==> config.mk <==
export PLATFORM = sky130hd
export DESIGN_NAME = uart_cfg_loader
export DESIGN_NICKNAME = d
export VERILOG_FILES = /design/src/rtl/uart_cfg_loader.sv
export SDC_FILE = /design/constraint.sdc
export NUM_CORES = 1
export LEC_CHECK = 0
export CELL_PAD_IN_SITES_DETAIL_PLACEMENT = 1
export CELL_PAD_IN_SITES_GLOBAL_PLACEMENT = 1
export CORE_AREA = 4 4 76 78
export DETAILED_ROUTE_END_ITERATION = 7
export DIE_AREA = 0 0 80 82
export PLACE_DENSITY = 0.79
export SYNTH_ARGS = -nofsm -noshare
export SYNTH_HDL_FRONTEND = slang
export SYNTH_SLANG_ARGS = --single-unit
==> constraint.sdc <==
create_clock -name clk -period 2.4 [get_ports clk]
set_input_delay 0.48 -clock clk [delete_from_list [all_inputs] [get_ports clk]]
set_output_delay 0.48 -clock clk [all_outputs]
set_load 0.02 [all_outputs]
==> src/rtl/uart_cfg_loader.sv <==
// uart_cfg_loader: 8N1 UART receiver that decodes (address, data) byte pairs
// and drives the synth cfg bus with a slow, fixed-length write strobe.
module uart_cfg_loader #(
    parameter int unsigned CLKS_PER_BIT = 434,
    parameter int unsigned STROBE_HOLD  = 8,
    parameter int unsigned DIV_BITS     = 9
) (
    input  logic       clk,
    input  logic       rst_n,
    input  logic       rx,
    output logic [7:0] cfg_data,
    output logic [3:0] cfg_addr,
    output logic       cfg_strobe,
    output logic       busy,
    output logic       frame_err,
    output logic       overrun
);

    localparam logic [DIV_BITS-1:0] HALF_RELOAD = DIV_BITS'(CLKS_PER_BIT / 2 - 1);
    localparam logic [DIV_BITS-1:0] BIT_RELOAD  = DIV_BITS'(CLKS_PER_BIT - 1);
    localparam int unsigned         SEQ_BITS    = $clog2(2 * STROBE_HOLD);
    localparam logic [SEQ_BITS-1:0] HOLD_LAST   = SEQ_BITS'(STROBE_HOLD - 1);
    localparam logic [SEQ_BITS-1:0] SEQ_LAST    = SEQ_BITS'(2 * STROBE_HOLD - 1);

    typedef enum logic [1:0] {IDLE, START, DATA, STOP} rx_state_t;
    typedef enum logic {WAIT_ADDR, WAIT_DATA} parse_state_t;

    rx_state_t    rx_state, rx_state_nxt;
    parse_state_t p_state, p_state_nxt;

    logic                rx_m, rx_s;
    logic [DIV_BITS-1:0] bit_cnt;
    logic                cnt_zero;
    logic [2:0]          bit_idx;
    logic [7:0]          rx_byte;
    logic                byte_valid;

    logic ld_half, ld_bit, shift_en, clr_idx, stop_ok, stop_bad;

    logic [3:0]          addr_pending;
    logic                addr_latch, wr_start, drop;
    logic [SEQ_BITS-1:0] seq_cnt;

    assign cnt_zero = (bit_cnt == '0);

    // Two-flop synchroniser for the asynchronous rx pin (idles high)
    always_ff @(posedge clk or negedge rst_n) begin
        if (!rst_n) begin
            rx_m <= 1'b1;
            rx_s <= 1'b1;
        end else begin
            rx_m <= rx;
            rx_s <= rx_m;
        end
    end

    // RX FSM state register
    always_ff @(posedge clk or negedge rst_n) begin
        if (!rst_n) rx_state <= IDLE;
        else        rx_state <= rx_state_nxt;
    end

    // RX FSM next-state logic
    always_comb begin
        rx_state_nxt = rx_state;
        unique case (rx_state)
            IDLE:  if (!rx_s) rx_state_nxt = START;
            START: if (cnt_zero) rx_state_nxt = rx_s ? IDLE : DATA;
            DATA:  if (cnt_zero && bit_idx == 3'd7) rx_state_nxt = STOP;
            STOP:  if (cnt_zero) rx_state_nxt = IDLE;
            default: rx_state_nxt = IDLE;
        endcase
    end

    // RX FSM control outputs: counter loads, shifting and stop-bit verdict
    always_comb begin
        ld_half  = 1'b0;
        ld_bit   = 1'b0;
        shift_en = 1'b0;
        clr_idx  = 1'b0;
        stop_ok  = 1'b0;
        stop_bad = 1'b0;
        unique case (rx_state)
            IDLE:  ld_half = !rx_s;
            START: begin
                clr_idx = cnt_zero;
                ld_bit  = cnt_zero && !rx_s;
            end
            DATA: begin
                shift_en = cnt_zero;
                ld_bit   = cnt_zero;
            end
            STOP: begin
                stop_ok  = cnt_zero && rx_s;
                stop_bad = cnt_zero && !rx_s;
            end
            default: ;
        endcase
    end

    // Bit-timing down-counter, bit index, LSB-first shift register, RX pulses
    always_ff @(posedge clk or negedge rst_n) begin
        if (!rst_n) begin
            bit_cnt    <= '0;
            bit_idx    <= '0;
            rx_byte    <= '0;
            byte_valid <= 1'b0;
            frame_err  <= 1'b0;
        end else begin
            if (ld_half)       bit_cnt <= HALF_RELOAD;
            else if (ld_bit)   bit_cnt <= BIT_RELOAD;
            else if (!cnt_zero) bit_cnt <= bit_cnt - 1'b1;

            if (clr_idx)       bit_idx <= '0;
            else if (shift_en) bit_idx <= bit_idx + 1'b1;

            if (shift_en) rx_byte <= {rx_s, rx_byte[7:1]};

            byte_valid <= stop_ok;
            frame_err  <= stop_bad;
        end
    end

    // Parser state register
    always_ff @(posedge clk or negedge rst_n) begin
        if (!rst_n) p_state <= WAIT_ADDR;
        else        p_state <= p_state_nxt;
    end

    // Parser next-state logic: bytes without bit7 are skipped while hunting an address
    always_comb begin
        p_state_nxt = p_state;
        unique case (p_state)
            WAIT_ADDR: if (byte_valid && rx_byte[7]) p_state_nxt = WAIT_DATA;
            WAIT_DATA: if (byte_valid) p_state_nxt = WAIT_ADDR;
            default:   p_state_nxt = WAIT_ADDR;
        endcase
    end

    // Parser outputs: address capture, write launch, or drop when busy
    always_comb begin
        addr_latch = (p_state == WAIT_ADDR) && byte_valid && rx_byte[7];
        wr_start   = (p_state == WAIT_DATA) && byte_valid && !busy;
        drop       = (p_state == WAIT_DATA) && byte_valid && busy;
    end

    // Pending address register and overrun pulse
    always_ff @(posedge clk or negedge rst_n) begin
        if (!rst_n) begin
            addr_pending <= '0;
            overrun      <= 1'b0;
        end else begin
            if (addr_latch) addr_pending <= rx_byte[3:0];
            overrun <= drop;
        end
    end

    // Write sequencer: strobe high STROBE_HOLD cycles, low STROBE_HOLD, then idle
    always_ff @(posedge clk or negedge rst_n) begin
        if (!rst_n) begin
            cfg_data   <= '0;
            cfg_addr   <= '0;
            cfg_strobe <= 1'b0;
            busy       <= 1'b0;
            seq_cnt    <= '0;
        end else if (wr_start) begin
            cfg_data   <= rx_byte;
            cfg_addr   <= addr_pending;
            cfg_strobe <= 1'b1;
            busy       <= 1'b1;
            seq_cnt    <= '0;
        end else if (busy) begin
            seq_cnt <= seq_cnt + 1'b1;
            if (seq_cnt == HOLD_LAST) cfg_strobe <= 1'b0;
            if (seq_cnt == SEQ_LAST)  busy       <= 1'b0;
        end
    end

endmodule

==> Implementation_results.wiki, run 1 <==
{| class="wikitable"
! Metric !! Value
|-
| Initial standard-cell utilization of the core || 44.28%
|-
| Site row count || 26
|-
| Unrepaired setup endpoints after global routing || false
|-
| Min cycle time layout || 2.096 ns
|-
| Count of instances resized after the clock tree is built || 0
|-
| Number of ports placed on the die boundary || 19
|-
| Number of clock sinks || 50
|-
| Status || finished, final reports clean
|-
| Total CTS buffers || 5
|-
| Leakage power total || 1.216 nW
|-
| FMAX || 477.2 MHz
|-
| Number of warnings reported in the yosys synthesis log || 0
|-
| Most frequent cells in the layout || sky130_fd_sc_hd__dfrtp_1, sky130_fd_sc_hd__mux2_2, sky130_fd_sc_hd__nand2_1, sky130_fd_sc_hd__clkdlybuf4s50_1, sky130_fd_sc_hd__o21ai_0
|-
| Wire length of the first global-routing pass || 7755 um
|-
| Worst setup SP type || flip-flop
|-
| Number of nets in the layout || 224
|-
| Register area || 1254 sq um
|-
| Critical Path RT || 2.58 ns
|-
| Final Hold Fails || 0
|-
| Delay of the slowest cell on the worst path || 0.44 ns
|-
| DIE HEIGHT || 82 um
|-
| Detailed-route wire length per cell || 15.43 um
|-
| Worst ir drop on vdd || 228.6 uV
|-
| Setup Buffers After CTS || 0
|-
| Max Root-Sink Buffers || 2
|-
| Hold Crit Class || in -> async
|-
| Sequential area share after synthesis || 55.79%
|-
| Synthesis-to-finish area growth || 15.42%
|-
| Least-Margin Pin Slew || 0.7669 ns
|-
| Post-Synthesis Cell Area || 2247 sq um
|-
| Clock latency of the later-clocked register in the worst-skew pair || 0.30 ns
|-
| TritonCTS clock tree || yes
|-
| Gpl congestion || 0.8103
|-
| Worst path slowest cell || sky130_fd_sc_hd__dfrtp_1
|-
| Clock-pin transition on the worst setup and hold timing paths || 0.09 ns
|-
| Gr ovfl total || 0
|-
| Multi-input combinational cell area || 948.4 sq um
|-
| Drt first pass iters || 4
|-
| Biggest fanout along the worst timing path || 9
|-
| Detail Route Antenna Nets || 0
|-
| Die ar. || 6560 sq um
|-
| Total core area || 5075 sq um
|-
| Buffer cell driving the clock tree root || sky130_fd_sc_hd__clkbuf_8
|-
| Cell variety after synth || 35
|-
| Layout filler cell count || 565
|-
| Horizontal die dimension || 80 um
|-
| Total DRC errors in the routed layout || 0
|-
| Number of antenna cells inserted || 0
|-
| Vias in the first global route || 1571
|-
| Total half-perimeter wirelength after legalization and detailed placement || 3381 um
|-
| Hold-fix buffer count after cts || 0
|-
| Worst-path cell chain || inv_1 -> ha_1 -> nor4b_4 -> and2_2 -> nand2_2 -> mux2_2
|-
| DR vias/cell || 5.173
|-
| Setup WS pre-CTS || 0.2994 ns
|-
| Total via count in the routed design || 1464
|-
| Power density over cell area || 529.1 nW/um^2
|-
| Fin crit share || 87.32%
|-
| Max-Cap Viols || 0
|-
| Max transition margin || 48.87%
|-
| Most common library cell in the layout ignoring fill and taps || sky130_fd_sc_hd__dfrtp_1
|-
| Final worst hold slack || 0.2470 ns
|-
| Iteration-0 DRC Markers || 66
|-
| Worst clock skew on the final layout || 0.003917 ns
|-
| Kind of end point of the critical path || flip-flop
|-
| Post-Route WL || 4368 um
|-
| Number of antenna violations at the first check in global routing || 0
|-
| Worst path setup slack after routing || 0.3044 ns
|-
| Cells after synthesis || 190
|-
| H-tree depth reported by CTS || 2
|-
| Pin count of the biggest net entering global routing || 37
|-
| WP data arrival || 2.28 ns
|-
| Placed cell area || 2499 sq um
|-
| Final count of negative-setup-slack endpoints || 0
|-
| Syn nets || 202
|-
| Avg Cell Area, Syn || 11.83 sq um
|-
| Total global-route track usage || 15.45%
|-
| Synth Register Bits || 50
|-
| Setup total negative slack || 0 ns
|-
| Final-report max-slew violation count || 0
|-
| Port Buf Inserts || 18
|-
| Worst setup path class || reg -> reg
|-
| Fraction of final layout cells sized beyond drive strength 1 || 22.54%
|-
| Total non-filler cell area in the finished layout || 2594 sq um
|}
==> final timing paths <==
| path | start | slack, ns | cells after the start | end |
|---|---|---|---|---|
| max | bit_cnt[0]$_DFFE_PN0P_ | 0.30 | 6 | rx_byte[4]$_DFFE_PN0P_ |
| min | rst_n | 0.25 | 1 | seq_cnt[2]$_DFFE_PN0P_ |
| max reg2reg | bit_cnt[0]$_DFFE_PN0P_ | 0.30 | 6 | rx_byte[4]$_DFFE_PN0P_ |
| min reg2reg | rx_m$_DFF_PN1_ | 0.36 | 0 | rx_s$_DFF_PN1_ |
| max in group asynchronous | rst_n | 1.53 | 2 | rx_byte[4]$_DFFE_PN0P_ |
| min in group clk | rx_m$_DFF_PN1_ | 0.36 | 0 | rx_s$_DFF_PN1_ |
==> cell type report <==
class,count,share of cell area [%]
flip-flops and latches,50,48.34
inverters,5,0.7236
multi-input cells,130,36.57
clock inverters,2,0.4824
clock buffers,6,3.184
well taps,70,3.377
repair buffers,20,7.332
==> kinds of logic after synthesis <==
family          Yosys count  share of synthesized area, %
compound gates           30                         7.851
xor+xnor                  4                         1.559
fa+ha+maj                 9                         5.011
buf+inv                  10                         2.004
flops                    50                         55.79
mux                      27                         13.42
simple gates             60                         14.37
==> flip-flops by register name (all words and copies together), names as in the netlist, 3 cells and up, named ones only <==
| register | count |
|---|---|
| addr_pending | 4 |
| cfg_data | 8 |
| bit_cnt | 9 |
| bit_idx | 3 |
| rx_byte | 8 |
| cfg_addr | 4 |
| seq_cnt | 4 |
==> cells in the mapped netlist, drive strengths merged <==
library cell  number  area (sq um)
mux2i              2         20.02
and3               2         12.51
nand3b             1         7.510
nand3              5         25.02
nor4               1         21.27
a311oi             1         8.760
clkbuf             3         11.26
o21a               1         7.510
dfstp              2         52.55
nor2              10         37.54
nand2b             1         6.260
nor3               4         20.02
dfrtp             48          1201
nor4b              2         32.53
xnor2              2         17.52
and2               1         7.510
o2bb2ai            1         15.01
nor2b              4         25.02
o21ai             13         65.06
a31oi              3         18.77
xor2               2         17.52
nand2             24         95.09
ha                 9         112.6
a21oi             10         53.80
buf                2         15.01
inv                5         18.77
or3                3         20.02
a211oi             1         7.510
mux2              25         281.5
or2                2         12.51
==> critical path, delay by kind of cell (launching register included) <==
family,cells,cell delay (ns)
simple gates,3,0.90
buf+inv,1,0.08
flops,1,0.44
fa+ha+maj,1,0.23
mux,1,0.33
==> where the power goes <==
part           internal (mW)  switching [mW]  leakage [nW]
Clock                  0.232           0.270        0.0472
Sequential             0.845         0.00191         0.674
Combinational        0.00530          0.0179         0.495
==> per-layer routing <==
metal / vias to the layer above / GRT usage (%) / share of wire (%)
li1: 703 / - / -
met1: 735 / 18.65 / 44
met2: 20 / 27.48 / 52
met3: 6 / 3.947 / 3.3
met4: 0 / 4.054 / 1.0
met5: - / 0 / 0
==> through the flow <==
stage          std cells  total power, mW  util [%]
2_1_floorplan        190           0.8652         -
3_3_place_gp         275           0.8884     49.24
3_5_place_dp         275           0.8882     49.24
4_1_cts              283            1.390     51.11
5_1_grt              283            1.448     51.11
6_report             283            1.372     51.11
(Power assumes the default switching activity.)
==> run 2, diff against run 1 <==
Settings changed: CTS_BUF_LIST set to sky130_fd_sc_hd__clkbuf_16, GPL_ROUTABILITY_DRIVEN set to 0.
==> run 2 against run 1 <==
Against the previous run:
- combinational power hardly changed
- sequential cell count stayed put
- cell area is 1.8% higher
- clock skew is 0.00089 ns higher
- sequential share of layout area is 0.85 points lower
- global-route usage is 0.21 points higher
- register-to-register slack worse by 0.06 ns
- setup slack worse by 0.061 ns
- die area stayed put
- via count is 0.89% higher
- core utilization is 0.91 points higher
- critical path type unchanged
- largest cell class unchanged
- highest routed layer unchanged
==> Implementation_results.wiki, run 2 (synthesis results as in run 1) <==
{| class="wikitable"
! Metric !! Value
|-
| Wire length of the first global-routing pass || 7803 um
|-
| TritonCTS clock tree || yes
|-
| Clock latency of the later-clocked register in the worst-skew pair || 0.28 ns
|-
| Final-report max-slew violation count || 0
|-
| Non-filler cells, final || 283
|-
| Worst ir drop on vdd || 264.7 uV
|-
| Site row count || 26
|-
| Largest reg by FF count || bit_cnt
|-
| Final Hold Fails || 0
|-
| Hold-fix buffer count after cts || 0
|-
| Unrepaired setup endpoints after global routing || false
|-
| Most common library cell in the layout ignoring fill and taps || sky130_fd_sc_hd__dfrtp_1
|-
| Biggest registers after layout || bit_cnt: 9 flops, cfg_data: 8 flops, rx_byte: 8 flops
|-
| Count of instances resized after the clock tree is built || 0
|-
| Kind of end point of the critical path || flip-flop
|-
| Instance count after placement with tap cells included || 275
|-
| Total CTS buffers || 5
|-
| Worst setup path class || reg -> reg
|-
| DIE HEIGHT || 82 um
|-
| Critical Path RT || 2.59 ns
|-
| Initial standard-cell utilization of the core || 44.28%
|-
| Slack of the worst reg-to-reg path || 0.24 ns
|-
| Total Power Consumption || 1.542 mW
|-
| Max-Cap Viols || 0
|-
| Total via count in the routed design || 1477
|-
| Number of nets in the layout || 224
|-
| Worst-path cell chain || inv_1 -> ha_1 -> nor4b_4 -> and2_2 -> nand2_2 -> xor2_1 -> o21ai_0
|-
| Biggest fanout along the worst timing path || 9
|-
| Detailed-route wire length per cell || 15.67 um
|-
| Fraction of final layout cells sized beyond drive strength 1 || 22.07%
|-
| Vias in the first global route || 1600
|-
| Flip-flop count of the largest register after layout || 9
|-
| Leakage power total || 1.236 nW
|-
| Total half-perimeter wirelength after legalization and detailed placement || 3381 um
|-
| Least-Margin Pin Slew || 0.7746 ns
|-
| Buffer cell driving the clock tree root || sky130_fd_sc_hd__clkbuf_16
|-
| Setup Buffers After CTS || 0
|-
| Setup total negative slack || 0 ns
|-
| Hold Crit Class || in -> async
|-
| Post-Route WL || 4434 um
|-
| Most frequent cells in the layout || sky130_fd_sc_hd__dfrtp_1, sky130_fd_sc_hd__mux2_2, sky130_fd_sc_hd__nand2_1, sky130_fd_sc_hd__clkdlybuf4s50_1, sky130_fd_sc_hd__o21ai_0
|-
| Total DRC errors in the routed layout || 0
|-
| Worst clock skew on the final layout || 0.004808 ns
|-
| Total core area || 5075 sq um
|-
| Number of clock sinks || 50
|-
| Max transition margin || 48.36%
|-
| Number of ports placed on the die boundary || 19
|-
| Final count of negative-setup-slack endpoints || 0
|-
| Clock-pin transition on the worst setup and hold timing paths || 0.06 ns
|-
| Die ar. || 6560 sq um
|-
| Fin crit share || 89.86%
|-
| H-tree depth reported by CTS || 2
|-
| DR vias/cell || 5.219
|-
| Number of antenna violations at the first check in global routing || 0
|-
| FMAX || 463.7 MHz
|-
| Drt first pass iters || 4
|-
| Synthesis-to-finish area growth || 17.48%
|-
| Number of antenna cells inserted || 0
|-
| Min cycle time layout || 2.157 ns
|-
| Pin count of the biggest net entering global routing || 37
|-
| Power density over cell area || 583.9 nW/um^2
|-
| Iteration-0 DRC Markers || 44
|-
| Total global-route track usage || 15.66%
|-
| Gr ovfl total || 0
|-
| Layout filler cell count || 553
|-
| Horizontal die dimension || 80 um
|-
| Delay of the slowest cell on the worst path || 0.43 ns
|-
| Worst path slowest cell || sky130_fd_sc_hd__dfrtp_1
|-
| Detail Route Antenna Nets || 0
|-
| WP data arrival || 2.35 ns
|-
| Final worst hold slack || 0.2674 ns
|-
| Worst setup SP type || flip-flop
|-
| Port Buf Inserts || 18
|-
| Status || finished, final reports clean
|-
| Max Root-Sink Buffers || 2
|}
-- run 2: path summary, 6_finish.rpt --
check | start | end | depth (start not counted)
max reg2reg | bit_cnt[0]$_DFFE_PN0P_ | bit_idx[0]$_DFFE_PN0P_ | 7
min | rst_n | seq_cnt[2]$_DFFE_PN0P_ | 1
min in group clk | rx_m$_DFF_PN1_ | rx_s$_DFF_PN1_ | 0
max in group asynchronous | rst_n | rx_byte[3]$_DFFE_PN0P_ | 2
max | bit_cnt[0]$_DFFE_PN0P_ | bit_idx[0]$_DFFE_PN0P_ | 7
min reg2reg | rx_m$_DFF_PN1_ | rx_s$_DFF_PN1_ | 0
-- run 2: worst max-delay path, delay by kind of cell, from the launching register on --
kind	cells	cell delay, ns
buf+inv	1	0.08
xor+xnor	1	0.20
fa+ha+maj	1	0.23
flops	1	0.43
simple gates	3	0.90
compound gates	1	0.21
-- run 2: routing by layer --
layer  up-vias  part of all wire, %  track usage [%]
li1        706                    -                -
met1       744                   42            17.79
met5         -                    0                0
met2        21                   53            28.48
met3         6                  3.3            3.947
met4         0                  1.6            5.574
-- run 2: metrics by stage --
stage	util, %	cell area, sq um	setup WS (ns)
floorplan	-	2247	0.5091
global placement	49.24	2499	0.3983
detailed placement	49.24	2499	0.2994
CTS	52.02	2640	0.2260
global route	52.02	2640	0.07939
finish	52.02	2640	0.2433
-- run 2: layout make-up --
type | instances | area (sq um) | area share (%)
clock buffers | 5 | 125.1 | 4.739
clock inverters | 3 | 16.27 | 0.6161
inverters | 5 | 18.77 | 0.7109
multi-input cells | 130 | 948.4 | 35.92
flip-flops and latches | 50 | 1254 | 47.49
well taps | 70 | 87.58 | 3.318
repair buffers | 20 | 190.2 | 7.204
-- run 2: where the power goes --
part / switching [mW] / total [mW] / internal (mW)
sequential: 0.00189 / 0.848 / 0.846
combinational: 0.0180 / 0.0233 / 0.00530
clock: 0.290 / 0.671 / 0.380
total: 0.310 / 1.54 / 1.23
==> run 3, diff against run 2 <==
Settings changed: PLACE_DENSITY 0.79 to 0.73.
Clock period 2.4 ns to 2.1 ns, I/O delays scaled along.
==> run 3 against run 2 <==
Against the previous run:
- count of clock-buffer cells in the layout unchanged
- power increased by 16%
- clock power increased by 18%
- register-to-register slack got worse by 0.05 ns
- hold slack got worse by 0.17 ns
- sequential cell count unchanged
- cell count increased by 0.71%
- largest power group unchanged
- die area unchanged
- critical endpoint is now busy
- core utilization increased by 0.47 points
- clock skew decreased by 0.00072 ns
- highest routed layer unchanged
==> Implementation_results.wiki, run 3 (synthesis results as in run 1) <==
{| class="wikitable"
! Metric !! Value
|-
| Critical Path RT || 1.68 ns
|-
| Gr ovfl total || 0
|-
| Wire length of the first global-routing pass || 8128 um
|-
| Max transition margin || 59.32%
|-
| Setup Buffers After CTS || 0
|-
| TritonCTS clock tree || yes
|-
| Pin count of the biggest net entering global routing || 25
|-
| Leakage power total || 1.247 nW
|-
| Worst path buffer plus inverter count || 1
|-
| H-tree depth reported by CTS || 2
|-
| Layout filler cell count || 564
|-
| Fin crit share || 91.25%
|-
| Buffer cell driving the clock tree root || sky130_fd_sc_hd__clkbuf_16
|-
| Least-Margin Pin Slew || 0.6090 ns
|-
| Port Buf Inserts || 18
|-
| Most frequent cells in the layout || sky130_fd_sc_hd__dfrtp_1, sky130_fd_sc_hd__mux2_2, sky130_fd_sc_hd__nand2_1, sky130_fd_sc_hd__clkdlybuf4s50_1, sky130_fd_sc_hd__o21ai_0
|-
| Most common library cell in the layout ignoring fill and taps || sky130_fd_sc_hd__dfrtp_1
|-
| Worst ir drop on vdd || 286.4 uV
|-
| Total global-route track usage || 16.13%
|-
| Worst-path cell chain || clkdlybuf4s50_1
|-
| Total via count in the routed design || 1494
|-
| Initial standard-cell utilization of the core || 44.28%
|-
| Fraction of final layout cells sized beyond drive strength 1 || 23.72%
|-
| Clock latency of the later-clocked register in the worst-skew pair || 0.29 ns
|-
| Total Power Consumption || 1.787 mW
|-
| Final Hold Fails || 0
|-
| Slack of the worst reg-to-reg path || 0.19 ns
|-
| Biggest fanout along the worst timing path || 12
|-
| Drt first pass iters || 4
|-
| Die ar. || 6560 sq um
|-
| DR vias/cell || 5.242
|-
| Total DRC errors in the routed layout || 0
|-
| Horizontal die dimension || 80 um
|-
| Core Util, Final || 52.49%
|-
| Cell family contributing the most delay on the critical path || buffers and inverters
|-
| Vias in the first global route || 1677
|-
| Final count of negative-setup-slack endpoints || 0
|-
| WP data arrival || 1.50 ns
|-
| Flip-flop count of the largest register after layout || 9
|-
| Min cycle time layout || 1.916 ns
|-
| Total half-perimeter wirelength after legalization and detailed placement || 3375 um
|-
| Kind of end point of the critical path || output port
|-
| Number of antenna cells inserted || 0
|-
| Detail Route Antenna Nets || 0
|-
| Hold Crit Class || in -> async
|-
| Setup WS pre-CTS || 0.08082 ns
|-
| Worst clock skew on the final layout || 0.004092 ns
|-
| Largest reg by FF count || bit_cnt
|-
| FMAX || 521.8 MHz
|-
| Iteration-0 DRC Markers || 33
|-
| Number of clock sinks || 50
|-
| Multi-input combinational cell area || 952.2 sq um
|-
| Clock-pin transition on the worst setup and hold timing paths || 0.07 ns
|-
| Count of instances resized after the clock tree is built || 0
|-
| DIE HEIGHT || 82 um
|-
| Worst setup path class || reg -> out
|-
| Number of nets in the layout || 226
|-
| Final worst hold slack || 0.09520 ns
|-
| Max-Cap Viols || 0
|-
| Hold-fix buffer count after cts || 0
|-
| Number of antenna violations at the first check in global routing || 0
|-
| Final-report max-slew violation count || 0
|-
| Detailed-route wire length per cell || 15.64 um
|-
| Worst path setup slack after routing || 0.1837 ns
|-
| Status || finished, final reports clean
|-
| Startpoint of the most critical register-to-register path || bit_cnt[0]$_DFFE_PN0P_
|-
| Site row count || 26
|-
| Number of ports placed on the die boundary || 19
|-
| Power density over cell area || 670.8 nW/um^2
|-
| Register area || 1254 sq um
|-
| Synthesis-to-finish area growth || 18.54%
|-
| Max Root-Sink Buffers || 2
|-
| Total CTS buffers || 5
|-
| Delay of the slowest cell on the worst path || 0.67 ns
|-
| Biggest registers after layout || bit_cnt: 9 flops, cfg_data: 8 flops, rx_byte: 8 flops
|-
| Worst path slowest cell || sky130_fd_sc_hd__clkdlybuf4s50_1
|-
| Worst setup SP type || flip-flop
|-
| R2R depth || 7
|-
| Total core area || 5075 sq um
|-
| Post-Route WL || 4458 um
|}
-- run 3: how the worst max path moves through the flow --
stage	depth (start not counted)	slack (ns)	endpoint	startpoint
3_3_place_gp	6	0.16	rx_byte[2]$_DFFE_PN0P_	bit_cnt[0]$_DFFE_PN0P_
5_1_grt	7	-0.002	bit_idx[0]$_DFFE_PN0P_	bit_cnt[0]$_DFFE_PN0P_
2_1_floorplan	8	0.21	flip-flop	bit_cnt[0]$_DFFE_PN0P_
3_5_place_dp	6	0.08	rx_byte[5]$_DFFE_PN0P_	bit_cnt[0]$_DFFE_PN0P_
6_report	1	0.18	busy	busy$_DFF_PN0_
4_1_cts	7	0.05	bit_idx[0]$_DFFE_PN0P_	bit_cnt[0]$_DFFE_PN0P_
-- run 3: stage by stage --
step	cells	instance area [sq um]	setup TNS [ns]
2_1_floorplan	190	2247	0
3_3_place_gp	277	2514	0
3_5_place_dp	277	2514	0
4_1_cts	285	2660	0
5_1_grt	285	2664	-0.002498
6_report	285	2664	0
-- run 3: metal layers --
metal | routed length, um | global-route usage [%] | vias up
met1 | 1923 | 19.64 | 756
met2 | 2278 | 27.98 | 26
li1 | - | - | 704
met3 | 177 | 3.947 | 8
met4 | 79 | 5.574 | 0
met5 | 0 | 0 | -
-- run 3: layout make-up --
| class | count | area share, % |
|---|---|---|
| clock buffers | 5 | 4.697 |
| clock inverters | 3 | 0.7985 |
| repair buffers | 22 | 7.703 |
| multi-input cells | 130 | 35.74 |
| inverters | 5 | 0.7046 |
| well taps | 70 | 3.288 |
| flip-flops and latches | 50 | 47.06 |
-- run 3: worst reg2reg max path, cell delays in order (launching register included) --
cell and delay, ns:
sky130_fd_sc_hd__dfrtp_1 0.43, sky130_fd_sc_hd__inv_1 0.09, sky130_fd_sc_hd__ha_2 0.24, sky130_fd_sc_hd__nor4b_4 0.26, sky130_fd_sc_hd__and2_4 0.27, sky130_fd_sc_hd__o2bb2ai_2 0.13, sky130_fd_sc_hd__nand3_1 0.11, sky130_fd_sc_hd__mux2_2 0.28
-- run 3: report_power, final --
| part | switching [mW] | internal [mW] |
|---|---|---|
| logic | 0.0210 | 0.00606 |
| clock network | 0.350 | 0.441 |
| registers | 0.00245 | 0.966 |
